`config.mk`:
```
export PLATFORM = sky130hd
export DESIGN_NAME = issue_queue
export DESIGN_NICKNAME = d
export VERILOG_FILES = /design/src/rtl/issue_queue.sv
export SDC_FILE = /design/constraint.sdc
export NUM_CORES = 1
export LEC_CHECK = 0
export CAP_MARGIN = 30
export CORE_MARGIN = 5
export CORE_UTILIZATION = 30
export DETAILED_ROUTE_END_ITERATION = 6
export GPL_TIMING_DRIVEN = 0
export PLACE_DENSITY_LB_ADDON = 0.3
export SLEW_MARGIN = 20
export SYNTH_ARGS = -nofsm -noshare
export SYNTH_HDL_FRONTEND = slang
export SYNTH_SLANG_ARGS = --single-unit
```
`constraint.sdc`:
```
create_clock -name clk -period 5.01 [get_ports clk]
set_clock_uncertainty 0.05 [all_clocks]
set_input_delay 1.002 -clock clk [delete_from_list [all_inputs] [get_ports clk]]
set_output_delay 1.002 -clock clk [all_outputs]
set_load 0.005 [all_outputs]
```
`src/rtl/issue_queue.sv`:
```
// Out-of-order ALU issue queue: holds renamed ops, snoops writeback tags for
// operand wakeup, and issues the oldest ready op over a valid/ready handshake.

`ifndef NUM_D_REG
`define NUM_D_REG 64
`endif
`ifndef NUM_S_REG
`define NUM_S_REG 16
`endif

package nand_cpu_pkg;
  typedef enum logic [3:0] {
    ALU_ADD  = 4'd0,
    ALU_SUB  = 4'd1,
    ALU_AND  = 4'd2,
    ALU_OR   = 4'd3,
    ALU_XOR  = 4'd4,
    ALU_NAND = 4'd5,
    ALU_SLL  = 4'd6,
    ALU_SRL  = 4'd7,
    ALU_SRA  = 4'd8,
    ALU_PASS = 4'd9
  } AluOp;
endpackage

module issue_queue
  import nand_cpu_pkg::*;
#(
  parameter int unsigned DEPTH      = 8,
  parameter int unsigned NUM_WAKEUP = 2,
  parameter int unsigned D_REG_W    = $clog2(`NUM_D_REG),
  parameter int unsigned S_REG_W    = $clog2(`NUM_S_REG),
  parameter int unsigned ROB_W      = 5
) (
  input  logic                          clk,
  input  logic                          n_rst,
  input  logic                          flush,
  input  logic                          in_valid,
  output logic                          in_ready,
  input  logic [ROB_W-1:0]              in_rob_addr,
  input  AluOp                          in_alu_op,
  input  logic [5:0]                    in_immdt,
  input  logic                          in_use_ra,
  input  logic                          in_use_rt,
  input  logic [D_REG_W-1:0]            in_ra_addr,
  input  logic [D_REG_W-1:0]            in_rt_addr,
  input  logic                          in_ra_ready,
  input  logic                          in_rt_ready,
  input  logic                          in_write_dst,
  input  logic [D_REG_W-1:0]            in_rw_addr,
  input  logic [D_REG_W-1:0]            in_prev_rw_addr,
  input  logic [S_REG_W-1:0]            in_rs_addr,
  input  logic [S_REG_W-1:0]            in_prev_rs_addr,
  input  logic [NUM_WAKEUP-1:0]         wb_valid,
  input  logic [NUM_WAKEUP*D_REG_W-1:0] wb_tag,
  output logic                          out_valid,
  input  logic                          out_ready,
  output logic [ROB_W-1:0]              out_rob_addr,
  output AluOp                          out_alu_op,
  output logic [5:0]                    out_immdt,
  output logic                          out_use_ra,
  output logic [D_REG_W-1:0]            out_ra_addr,
  output logic                          out_use_rt,
  output logic [D_REG_W-1:0]            out_rt_addr,
  output logic                          out_write_dst,
  output logic [D_REG_W-1:0]            out_rw_addr,
  output logic [D_REG_W-1:0]            out_prev_rw_addr,
  output logic [S_REG_W-1:0]            out_rs_addr,
  output logic [S_REG_W-1:0]            out_prev_rs_addr,
  output logic [$clog2(DEPTH+1)-1:0]    count
);

  localparam int unsigned IDX_W = (DEPTH > 1) ? $clog2(DEPTH) : 1;
  localparam int unsigned CNT_W = $clog2(DEPTH+1);

  typedef struct packed {
    logic [ROB_W-1:0]   rob_addr;
    AluOp               alu_op;
    logic [5:0]         immdt;
    logic               use_ra;
    logic [D_REG_W-1:0] ra_addr;
    logic               use_rt;
    logic [D_REG_W-1:0] rt_addr;
    logic               write_dst;
    logic [D_REG_W-1:0] rw_addr;
    logic [D_REG_W-1:0] prev_rw_addr;
    logic [S_REG_W-1:0] rs_addr;
    logic [S_REG_W-1:0] prev_rs_addr;
  } entry_t;

  entry_t             r_pay   [DEPTH];
  logic [DEPTH-1:0]   r_older [DEPTH];
  logic [DEPTH-1:0]   r_valid;
  logic [DEPTH-1:0]   r_ra_rdy;
  logic [DEPTH-1:0]   r_rt_rdy;
  logic [CNT_W-1:0]   r_count;
  logic               r_hold_vld;
  logic [IDX_W-1:0]   r_hold_idx;

  logic [DEPTH-1:0]   w_ready;
  logic [DEPTH-1:0]   w_ra_hit;
  logic [DEPTH-1:0]   w_rt_hit;
  logic               w_in_ra_hit;
  logic               w_in_rt_hit;
  logic               w_sel_vld;
  logic [IDX_W-1:0]   w_sel_idx;
  logic [IDX_W-1:0]   w_free_idx;
  logic               w_disp;
  logic               w_issue;
  entry_t             w_in_pay;
  entry_t             w_out;

  function automatic logic wb_hit(input logic [D_REG_W-1:0]            tag,
                                  input logic [NUM_WAKEUP-1:0]         vld,
                                  input logic [NUM_WAKEUP*D_REG_W-1:0] tags);
    logic hit;
    hit = 1'b0;
    for (int p = 0; p < NUM_WAKEUP; p++) begin
      if (vld[p] && (tags[p*D_REG_W +: D_REG_W] == tag)) hit = 1'b1;
    end
    return hit;
  endfunction

  // Per-entry readiness and tag snoop, from registered state only.
  always_comb begin
    w_ready  = '0;
    w_ra_hit = '0;
    w_rt_hit = '0;
    for (int i = 0; i < DEPTH; i++) begin
      w_ready[i]  = r_valid[i] & (~r_pay[i].use_ra | r_ra_rdy[i])
                               & (~r_pay[i].use_rt | r_rt_rdy[i]);
      w_ra_hit[i] = wb_hit(r_pay[i].ra_addr, wb_valid, wb_tag);
      w_rt_hit[i] = wb_hit(r_pay[i].rt_addr, wb_valid, wb_tag);
    end
    w_in_ra_hit = wb_hit(in_ra_addr, wb_valid, wb_tag);
    w_in_rt_hit = wb_hit(in_rt_addr, wb_valid, wb_tag);
  end

  // Oldest-ready select; a stalled choice is held so the payload stays stable.
  always_comb begin
    w_sel_vld = 1'b0;
    w_sel_idx = '0;
    if (r_hold_vld && w_ready[r_hold_idx]) begin
      w_sel_vld = 1'b1;
      w_sel_idx = r_hold_idx;
    end else begin
      for (int i = 0; i < DEPTH; i++) begin
        if (w_ready[i] && ((r_older[i] & w_ready) == '0)) begin
          w_sel_vld = 1'b1;
          w_sel_idx = IDX_W'(i);
        end
      end
    end
  end

  always_comb begin
    w_free_idx = '0;
    for (int i = DEPTH-1; i >= 0; i--) begin
      if (!r_valid[i]) w_free_idx = IDX_W'(i);
    end
  end

  assign in_ready = ~&r_valid;
  assign w_disp   = in_valid & in_ready & ~flush;
  assign w_issue  = w_sel_vld & out_ready & ~flush;

  assign w_in_pay = '{rob_addr: in_rob_addr, alu_op: in_alu_op, immdt: in_immdt,
                      use_ra: in_use_ra, ra_addr: in_ra_addr,
                      use_rt: in_use_rt, rt_addr: in_rt_addr,
                      write_dst: in_write_dst, rw_addr: in_rw_addr,
                      prev_rw_addr: in_prev_rw_addr, rs_addr: in_rs_addr,
                      prev_rs_addr: in_prev_rs_addr};

  assign w_out            = w_sel_vld ? r_pay[w_sel_idx] : '0;
  assign out_valid        = w_sel_vld;
  assign out_rob_addr     = w_out.rob_addr;
  assign out_alu_op       = w_out.alu_op;
  assign out_immdt        = w_out.immdt;
  assign out_use_ra       = w_out.use_ra;
  assign out_ra_addr      = w_out.ra_addr;
  assign out_use_rt       = w_out.use_rt;
  assign out_rt_addr      = w_out.rt_addr;
  assign out_write_dst    = w_out.write_dst;
  assign out_rw_addr      = w_out.rw_addr;
  assign out_prev_rw_addr = w_out.prev_rw_addr;
  assign out_rs_addr      = w_out.rs_addr;
  assign out_prev_rs_addr = w_out.prev_rs_addr;
  assign count            = r_count;

  // Entry state, age matrix and occupancy; flush overrides everything else.
  always_ff @(posedge clk or negedge n_rst) begin
    if (!n_rst) begin
      r_valid    <= '0;
      r_ra_rdy   <= '0;
      r_rt_rdy   <= '0;
      r_count    <= '0;
      r_hold_vld <= 1'b0;
      r_hold_idx <= '0;
      for (int i = 0; i < DEPTH; i++) begin
        r_older[i] <= '0;
        r_pay[i]   <= '0;
      end
    end else if (flush) begin
      r_valid    <= '0;
      r_count    <= '0;
      r_hold_vld <= 1'b0;
    end else begin
      r_ra_rdy   <= r_ra_rdy | (w_ra_hit & r_valid);
      r_rt_rdy   <= r_rt_rdy | (w_rt_hit & r_valid);
      r_hold_vld <= w_sel_vld & ~out_ready;
      r_hold_idx <= w_sel_idx;
      r_count    <= r_count + CNT_W'(w_disp) - CNT_W'(w_issue);
      if (w_issue) r_valid[w_sel_idx] <= 1'b0;
      if (w_disp) begin
        r_valid[w_free_idx]  <= 1'b1;
        r_pay[w_free_idx]    <= w_in_pay;
        r_ra_rdy[w_free_idx] <= in_ra_ready | w_in_ra_hit;
        r_rt_rdy[w_free_idx] <= in_rt_ready | w_in_rt_hit;
        r_older[w_free_idx]  <= r_valid;
        for (int j = 0; j < DEPTH; j++) begin
          if (j != int'(w_free_idx)) r_older[j][w_free_idx] <= 1'b0;
        end
      end
    end
  end

endmodule

```
---- Yosys cells after proc, flatten, opt, wreduce, memory -nomap -nowiden ----
Cells that the tools add are included.
word-level totals
  register bits after elaboration ......... 496
  input bits .............................. 71
  output and inout port bits .............. 56
  logic and storage cells ................. 401
cells by class
  add/sub/neg operators ................... 2
  magnitude comparators ................... 8
  eq/ne operators ......................... 43
  muxes and demuxes ....................... 95
  bitwise operators ....................... 83
  reduce and logical (&&, ||, !) cells .... 60
operator list
  cell                                                                  count
  400-bit bitwise mux                                                   1
  6-bit == test                                                         36
  50-bit 2-to-1 mux                                                     4
  8-bit AND                                                             19
  50-bit binary-select mux with 3-bit select                            1
  50-bit demux with 3-bit select                                        1
  8-bit 2-to-1 mux                                                      15
  64-bit bitwise mux                                                    1
  8-bit zero test                                                       8
  1-bit 2-to-1 mux                                                      50
  1-bit logical AND                                                     48
  3-bit 2-to-1 mux                                                      15
  8-bit demux with 3-bit select                                         1
  8-bit bitwise OR                                                      3
  1-bit AND                                                             21
  1-bit inverter                                                        18
  1-bit bitwise OR                                                      18
  8-bit bitwise mux                                                     2
  8-bit inverter                                                        2
  3-bit by 4-bit < comparator with 1-bit output, second input constant  3
  3-bit != test, first input constant                                   4
  4-bit >= comparator, second input constant                            2
  3-bit inverter with 4-bit output                                      2
  8-bit AND reduction                                                   1
  12 further kinds                                                      15

---- Logic depth before layout (Yosys ltp) ----
Gate-level depths: netlist of the first run.
  depth in word-level cells ............... 26
  mapped depth ............................ 15
  mapped depth without buffers ............ 14

---- Least setup slack after synthesis of the first run ----
Ideal clock, no wire load.
  kind .................................... flip-flop to output port
  from .................................... register r_ra_rdy[2]
  to ...................................... output port out_ra_addr[2]
  arrival ................................. 3.014 ns
  required time ........................... 3.958 ns
  slack ................................... 0.944 ns
  cell stages (with the launch flop) ...... 10
  path buffers ............................ 1
  cells stage by stage .................... dfrtp_1 -> nand2b_4 -> and3_1 -> buf_6 -> mux2_2 -> o221ai_4 -> o211ai_4 -> o22ai_1 -> mux4_2 -> a221oi_1
between the ends
  longest elaborated chain between the ends .. 19
  elaborated cells on any way between the ends .. 52
  those cells by class .................... mux: 23; bitwise: 12; reduce/logical: 17
RTL lines
  what                                                    RTL line  text
  start, declared                                         94        logic [DEPTH-1:0] r_ra_rdy;
  start signal, assigned                                  208       r_ra_rdy <= r_ra_rdy | (w_ra_hit & r_valid);
  start signal, assigned by index                         217       r_ra_rdy[w_free_idx] <= in_ra_ready | w_in_ra_hit;
  1-bit bitwise OR (*)                                    130       w_ready[i] = r_valid[i] & (~r_pay[i].use_ra | r_ra_rdy[i])
  1-bit AND (*)                                           130
  1-bit AND (*)                                           131       & (~r_pay[i].use_rt | r_rt_rdy[i]);
  8-bit AND                                               148       if (w_ready[i] && ((r_older[i] & w_ready) == '0)) begin
  8-bit zero test                                         148
  1-bit logical AND                                       148
  1-bit 2-to-1 mux                                        148
  3-bit 2-to-1 mux (6 in a row)                           148
  3-bit 2-to-1 mux                                        143       if (r_hold_vld && w_ready[r_hold_idx]) begin
  3-bit inverter with 4-bit output (implied by the code)  174       assign w_out = w_sel_vld ? r_pay[w_sel_idx] : '0;
  50-bit binary-select mux with 3-bit select              174
  50-bit 2-to-1 mux (implied by the code) (2 in a row)    174
  50-bit 2-to-1 mux (*)                                   174
  end, declared                                           62        output logic [D_REG_W-1:0] out_ra_addr,
Mark *: on every way between the ends. The rest lies on a longest branch, timed or not. The select of a mux whose other input is x is not followed.

---- Worst setup path in the final report of the first run ----
  from .................................... register r_pay[27] in the netlist's numbering
  to ...................................... output port out_use_ra
between the ends
  longest elaborated chain between the ends .. 19
  elaborated cells on any way between the ends .. 52
  those cells by class .................... mux: 23; bitwise: 12; reduce/logical: 17
RTL lines
  what                                                    RTL line  text
  start, declared                                         91        entry_t r_pay [DEPTH];
  start signal, assigned by index                         216       r_pay[w_free_idx] <= w_in_pay;
  1-bit inverter (*)                                      131
  1-bit bitwise OR (*)                                    131
  1-bit AND (*)                                           131
  8-bit AND                                               148
  8-bit zero test                                         148
  1-bit logical AND                                       148
  1-bit 2-to-1 mux                                        148
  3-bit 2-to-1 mux (6 in a row)                           148
  3-bit 2-to-1 mux                                        143
  3-bit inverter with 4-bit output (implied by the code)  174
  50-bit binary-select mux with 3-bit select              174
  50-bit 2-to-1 mux (implied by the code) (2 in a row)    174
  50-bit 2-to-1 mux (*)                                   174
  end, declared                                           61        output logic out_use_ra,
Marked as above.

==> results of run 1 <==
routing by layer:
layer	track usage [%]	up-vias	share of wire, %
li1	-	9816	-
met5	0	-	0.020
met3	3.48	219	7.8
met4	7.80	4	4.4
met2	34.5	975	46
met1	28.9	11009	42
registers in the layout, summed over array words and instances, names as in the netlist:
signal,flops
r_pay,400
count,4
r_ra_rdy,8
r_rt_rdy,8
r_valid,8
r_older,64
r_hold_vld,1
r_hold_idx,3
power by group through the flow:
stage,registers (mW),logic (mW),clock network [mW]
6_report,4.63,2.51,4.17
5_1_grt,4.67,2.69,4.37
4_1_cts,4.62,2.43,4.22
3_5_place_dp,4.69,2.05,0
3_3_place_gp,4.70,2.01,0
2_1_floorplan,4.61,1.29,0
path summary, 6_finish.rpt:
kind,startpoint,endpoint,slack [ns]
worst min-delay path,n_rst,r_pay[373],0.24
worst max register to register,r_valid[0],r_pay[248],0.25
worst min register to register,r_pay[318],r_pay[318],0.42
min in group clk,r_pay[318],r_pay[318],0.42
worst max-delay path,r_pay[27],out_use_ra,-0.28
max in group asynchronous,n_rst,r_pay[247],2.60
layout make-up:
| class | count | share of cell area [%] |
|---|---|---|
| Multi-Input combinational cell | 1917 | 40.1 |
| Antenna cell | 3 | 0.0230 |
| Timing Repair Buffer | 156 | 4.97 |
| Sequential cell | 496 | 38.0 |
| Clock buffer | 78 | 4.78 |
| Inverter | 208 | 2.39 |
| Tap cell | 1155 | 4.42 |
| Clock inverter | 19 | 0.750 |
| Buffer | 235 | 4.56 |
cell families (layout without fill, tap and decap cells):
logic type | after synthesis | in the layout
multiplexers | 104 | 104
flip-flops | 496 | 496
AO/OA/AOI/OAI | 428 | 428
AND/OR/NAND/NOR | 1161 | 1161
other | 0 | 3
buffers and inverters | 446 | 696
adder cells (fa/ha/maj) | 5 | 5
XOR/XNOR | 219 | 219
repair_timing:
item                                    4_1_cts  5_1_grt
pin swaps                                    82       23
resized for setup                           471       43
setup buffers                                50       21
endpoints found under the setup margin       51       51
cloned                                        8        3
synthesized netlist by cell type, types with 6 or more instances:
master	instances	share of area (%)
a211oi_1	6	0.17
a21oi_1	43	0.83
a221oi_1	42	1.4
a221oi_2	10	0.58
a22oi_1	8	0.23
and2_1	12	0.29
buf_1	29	0.42
buf_2	22	0.42
buf_4	36	1.0
buf_6	13	0.56
clkbuf_1	134	1.9
dfrtp_1	496	48
inv_1	207	3.0
mux2i_1	50	1.9
mux4_2	50	4.3
nand2_1	920	13
nand2b_1	9	0.22
nand3_1	10	0.19
nand4_1	40	0.96
nor2_1	57	0.82
nor2b_1	10	0.24
nor3_1	23	0.44
nor4_1	22	0.53
o21ai_0	229	4.4
o221ai_2	50	2.9
o22a_1	8	0.27
or4_1	14	0.40
xnor2_1	125	4.2
xor2_1	94	3.2
per-stage QoR:
| step | TNS (ns) | hold WS, ns |
|---|---|---|
| after detailed placement | -79.49 | 0.411 |
| final | -7.59 | 0.238 |
| after CTS | -5.14 | 0.241 |
| after global placement | - | 0.408 |
| after floorplan | 0 | 0.393 |
| after global routing | -11.41 | 0.269 |
worst max-delay path: cells and delay by family, from the launching register on:
family                 cells  cell delay, ns
buffers and inverters      3            0.50
AO/OA/AOI/OAI              2            0.64
multiplexers               1            0.54
flip-flops                 1            0.40
AND/OR/NAND/NOR            5            1.50
==> summary.md, run 1 <==
| Metric | Value |
|---|---|
| Status | complete, but fails checks |
| Failing checks | negative setup slack |
| CTS Buffer Depth | 3 |
| Sw Ratio | 30.5% |
| Reg2Reg Depth | 8 |
| Area after DPL | 28400 um^2 |
| Place WS | -1.38 ns |
| Die area | 92900 um^2 |
| Simple-Gate Fraction of Synth Area | 18.9% |
| Post-layout net count | 3144 |
| CTS hold repair buffers | 0 |
| Most frequent cells in the layout | nand2_1, dfrtp_1, o21ai_0, inv_1, clkbuf_1 |
| CTS root buf | clkbuf_16 |
| Antenna Nets Post-Route | 0 |
| Row count | 108 |
| Final Max Slew Viols | 0 |
| RSZ-0062 raised after global routing | true |
| Utilization after layout | 37.8% |
| PortBufs | 62 |
| Clock share of power | 36.9% |
| Largest net degree at the start of global routing | 89 |
| CP Max Fanout | 6 |
| Final Non-Filler Cells | 4267 |
| Critical path required time | 3.96 ns |
| Compound-cell area share of the yosys netlist | 12.0% |
| # DRC | 0 |
| I/O pin total | 127 |
| Core ar. | 86500 um^2 |
| Per-cell routed wire length | 24.0 um |
| Design area | 32700 um^2 |
| Synth Area in Adders | 0.269% |
| CTS Buf Count | 54 |
| Slowest cell on the critical path | mux4_2 |
| Multi-input gate area | 13100 um^2 |
| Clock sinks | 496 |
| Synth Net Count | 2935 |
| Synth Cell Area | 26100 um^2 |
| Number of detailed-route iterations in the first pass | 6 |
| H-tree depth | 2 |
| Crit path largest cell delay | 0.54 ns |
| Share of cells above drive strength 1 | 17.5% |
| GPL Wtd Cong | 0.967 |
| First-pass GRT wire length | 150000 um |
| Remaining global-route overflow | 0 |
| Die width | 305 um |
| Sw Pwr | 3.46 mW |
| CP Class | reg2out |
| Most used DFF post-synth | dfrtp_1 |
| Asr flop ratio synth | 100% |
| Mux cell area share after synthesis | 6.41% |
| Avg Cell Area, Syn | 9.12 um^2 |
| Via Count | 22.0k |
| Syn. warnings | 0 |
| Worst-path cell chain | and2b_4 > nor4b_2 > or4b_4 > nand3b_1 > o221a_4 > nor2_4 > buf_12 > buf_16 > mux4_2 > a221oi_4 > buf_2 |
| Leakage | 14.6 nW |
| Max_cap viols | 0 |
| Worst Hold Class | in2async |
| Clock slew at reported path FFs | 0.07 ns |
| Startpoint Class | flop |
| Detailed Place HPWL | 70000 um |
| Final setup margin | -0.276 ns |
| Via density | 5.16 |
| Sequential-to-total area share from yosys stat | 47.6% |
| Filler cells | 8670 |
| CP endpoint kind | output port |
| Syn-to-layout area delta | 25.4% |
| Internal power | 7.86 mW |
| F_max | 189 MHz |
| Initial Util | 30.1% |
| Total power | 11.3 mW |
| Data arrival, critical path | 4.23 ns |
| IR drop worst, VDD | 0.343 mV |
| Fin crit share | 106% |
| Final setup viols | 50 |
| Routed Wire Length | 103000 um |
| Slew @ Worst Pin | 1.05 ns |
| P per Cell Area | 346 nW/um^2 |
| Commonest non-fill, non-tap cell in the layout | nand2_1 |
| Vias in the first global route | 21.7k |
| Initial antenna violation count | 6 |
| DIE HEIGHT | 305 um |
| Gate Count Post-Synth | 2859 |
| Synth unique cells | 73 |
| Combinational family with the most area after synthesis | simple AND/OR/NAND/NOR gates |
| Yosys reg bits | 496 |
| Clk_lat worst skew | 0.64 ns |
| Sequential share of power | 40.9% |
| Gr usage total | 21.3% |
| Synth Area in XOR/XNOR | 7.36% |
| Slew headroom | 29.7% |
| Detailed router's first-iteration violation count | 2383 |
| TritonCTS clock tree | done |
| Logic gate share of total power | 22.2% |
| Hold Vio Cnt, Final | 0 |
| FF/Latch Area | 12400 um^2 |
| Final min period | 5.29 ns |
| Post-placement cell count | 4089 |
| Post-synth EDFFs | 0 |
(Power assumes the default switching activity.)
==> run 2, diff against run 1 <==
Settings changed: ABC_AREA set to 1.
==> run 2 against run 1 <==
The flow finishes with violations (design-rule violations). Combinational power grew 15%. Die area up 0.13%. Core utilization shrank 1.5 points. Cell area down 3.9%. Clock-buffer cell count is 1 higher. Critical endpoint is now out_rt_addr[0]. Largest cell class is now flip-flops and latches.
==> summary.md, run 2 <==
| Metric | Value |
|---|---|
| Post-synth top area share | 47.5% |
| CTS hold repair buffers | 0 |
| Initial antenna violation count | 2 |
| Commonest non-fill, non-tap cell in the layout | nand2_1 |
| Place WS | -0.205 ns |
| Hold Vio Cnt, Final | 0 |
| CTS Buffer Depth | 3 |
| Utilization after layout | 36.3% |
| Post-synth EDFFs | 0 |
| Final Max Slew Viols | 0 |
| Gr usage total | 24.2% |
| Synth Net Count | 3487 |
| Startpoint Class | flop |
| Slew @ Worst Pin | 1.07 ns |
| CTS Buf Count | 56 |
| Largest net degree at the start of global routing | 80 |
| Per-cell routed wire length | 24.4 um |
| Most frequent cells in the layout | nand2_1, dfrtp_1, o21ai_0, nand3_1, inv_1 |
| F_max | 202 MHz |
| Reg2Reg Depth | 20 |
| Status | complete, but fails checks |
| Gate Count Post-Synth | 3411 |
| Die area | 93000 um^2 |
| Slew headroom | 28.7% |
| Number of detailed-route iterations in the first pass | 7 |
| Clk_lat worst skew | 0.66 ns |
| GPL Wtd Cong | 0.971 |
| Area leader, netlist | dfrtp_1 |
| Post-layout net count | 3673 |
| Asr flop ratio synth | 100% |
| Synth top cells by count | nand2_1, dfrtp_1, o21ai_0 |
| Die width | 305 um |
| Synth unique cells | 49 |
| Via Count | 26.5k |
| Clock sinks | 496 |
| Biggest register | r_pay |
| Reg2reg end | count[3] |
| FF/Latch Area | 12400 um^2 |
| I/O pin total | 127 |
| End of the critical path | out_rt_addr[0] |
| Biggest registers after layout | r_pay: 400 flops, r_older: 64 flops |
| Area after DPL | 28900 um^2 |
| Largest register FFs | 400 |
| CP Class | reg2out |
| Filler cells | 9145 |
| Clock slew at reported path FFs | 0.07 ns |
| DIE HEIGHT | 305 um |
| TNS Setup | 0 ns |
| Share of cells above drive strength 1 | 9.11% |
| Via density | 5.53 |
| Synth Cell Area | 26100 um^2 |
| Failing checks | design-rule violations |
| Multi-input gate area | 11700 um^2 |
| Critical path required time | 3.96 ns |
| Syn-to-layout area delta | 20.3% |
| Avg Cell Area, Syn | 7.65 um^2 |
| Final setup margin | 0.0603 ns |
| CTS root buf | clkbuf_16 |
| Final setup viols | 0 |
| TritonCTS clock tree | done |
| Area contributors post-synth | dfrtp_1, nand2_1, o21ai_0 |
| Fin crit share | 98.8% |
| IR drop worst, VDD | 0.317 mV |
| Worst r2r src | r_pay[34] |
| Sequential-to-total area share from yosys stat | 47.5% |
| Final Non-Filler Cells | 4799 |
| Detailed router's first-iteration violation count | 3450 |
| Vias in the first global route | 25.3k |
| Initial Util | 30.1% |
| Worst Hold Class | in2async |
| Hold slack | 0.179 ns |
| R2r setup slk | 1.43 ns |
| Max_cap viols | 0 |
| Total power | 12.4 mW |
| Routed Wire Length | 117000 um |
| Data arrival, critical path | 3.90 ns |
| First-pass GRT wire length | 172000 um |
| Yosys reg bits | 496 |
| P per Cell Area | 395 nW/um^2 |
| Antenna Nets Post-Route | 0 |
| Leakage | 14.2 nW |
| Cell with the most instances after synthesis | nand2_1 |
| Design area | 31400 um^2 |
| Core ar. | 86600 um^2 |
| Syn. warnings | 0 |
| Detailed Place HPWL | 82100 um |
| CP Max Fanout | 10 |
| Post-placement cell count | 4685 |
| Final min period | 4.95 ns |
| Worst Setup SP | r_pay[384] |
| # DRC | 2 |
| Row count | 108 |
| PortBufs | 108 |
| H-tree depth | 2 |
| Most used DFF post-synth | dfrtp_1 |
| Remaining global-route overflow | 0 |
| CP endpoint kind | output port |
## run 2: power by group
part	switching [mW]	internal [mW]
combinational	1.85	1.05
sequential	0.446	4.55
clock	1.86	2.66
## run 2: layout make-up
cell class,instances,area share (%)
Multi-Input combinational cell,2379,37.3
Clock buffer,79,5.25
Sequential cell,496,39.5
Inverter,292,3.51
Clock inverter,25,1.18
Buffer,244,4.21
Timing Repair Buffer,128,4.44
Tap cell,1155,4.60
Antenna cell,1,0.00797
## run 2: cells by family after synthesis
family          Yosys count  share of synthesized area (%)
simple gates           1560                           25.9
compound gates          782                           16.7
buf+inv                 536                           8.55
flops                   496                           47.5
xor+xnor                 32                           1.07
fa+ha+maj                 5                          0.268
## run 2: worst min path at each step
stage | from | slack (ns) | cells past startpoint | end
after floorplan | r_older[49] | 0.39 | 2 | r_older[49]
after global placement | r_older[35] | 0.40 | 2 | r_older[35]
after detailed placement | r_older[14] | 0.41 | 2 | r_older[14]
after CTS | n_rst | 0.17 | 1 | r_pay[171]
after global routing | n_rst | 0.20 | 1 | r_pay[171]
final | n_rst | 0.18 | 1 | r_pay[30]
## run 2: repair_timing
item                                    CTS  global route
buffers inserted                          4             3
gates resized for setup                  95            63
endpoints found under the setup margin   51            50
cloned                                    0             0
pin swaps                                 2             6
## run 2: layer usage
| layer | share of wire (%) | GRT usage, % |
|---|---|---|
| met4 | 4.3 | 9.42 |
| met1 | 41 | 32.9 |
| met3 | 11 | 6.50 |
| met5 | 0.011 | 0 |
| met2 | 44 | 37.1 |
## run 2: worst max-delay path, stage by stage (launching register included)
cell and delay (ns):
dfrtp_1 0.44, nand2_2 0.21, nand3_2 0.15, nand2_1 0.09, nand3_1 0.08, nand3b_1 0.13, nand3_2 0.12, or2_1 0.26
nand2_4 0.12, inv_4 0.07, nor2_4 0.31, buf_2 0.33, nand3_1 0.11, nand3_1 0.26, nor2_1 0.08, clkdlybuf4s50_1 0.45
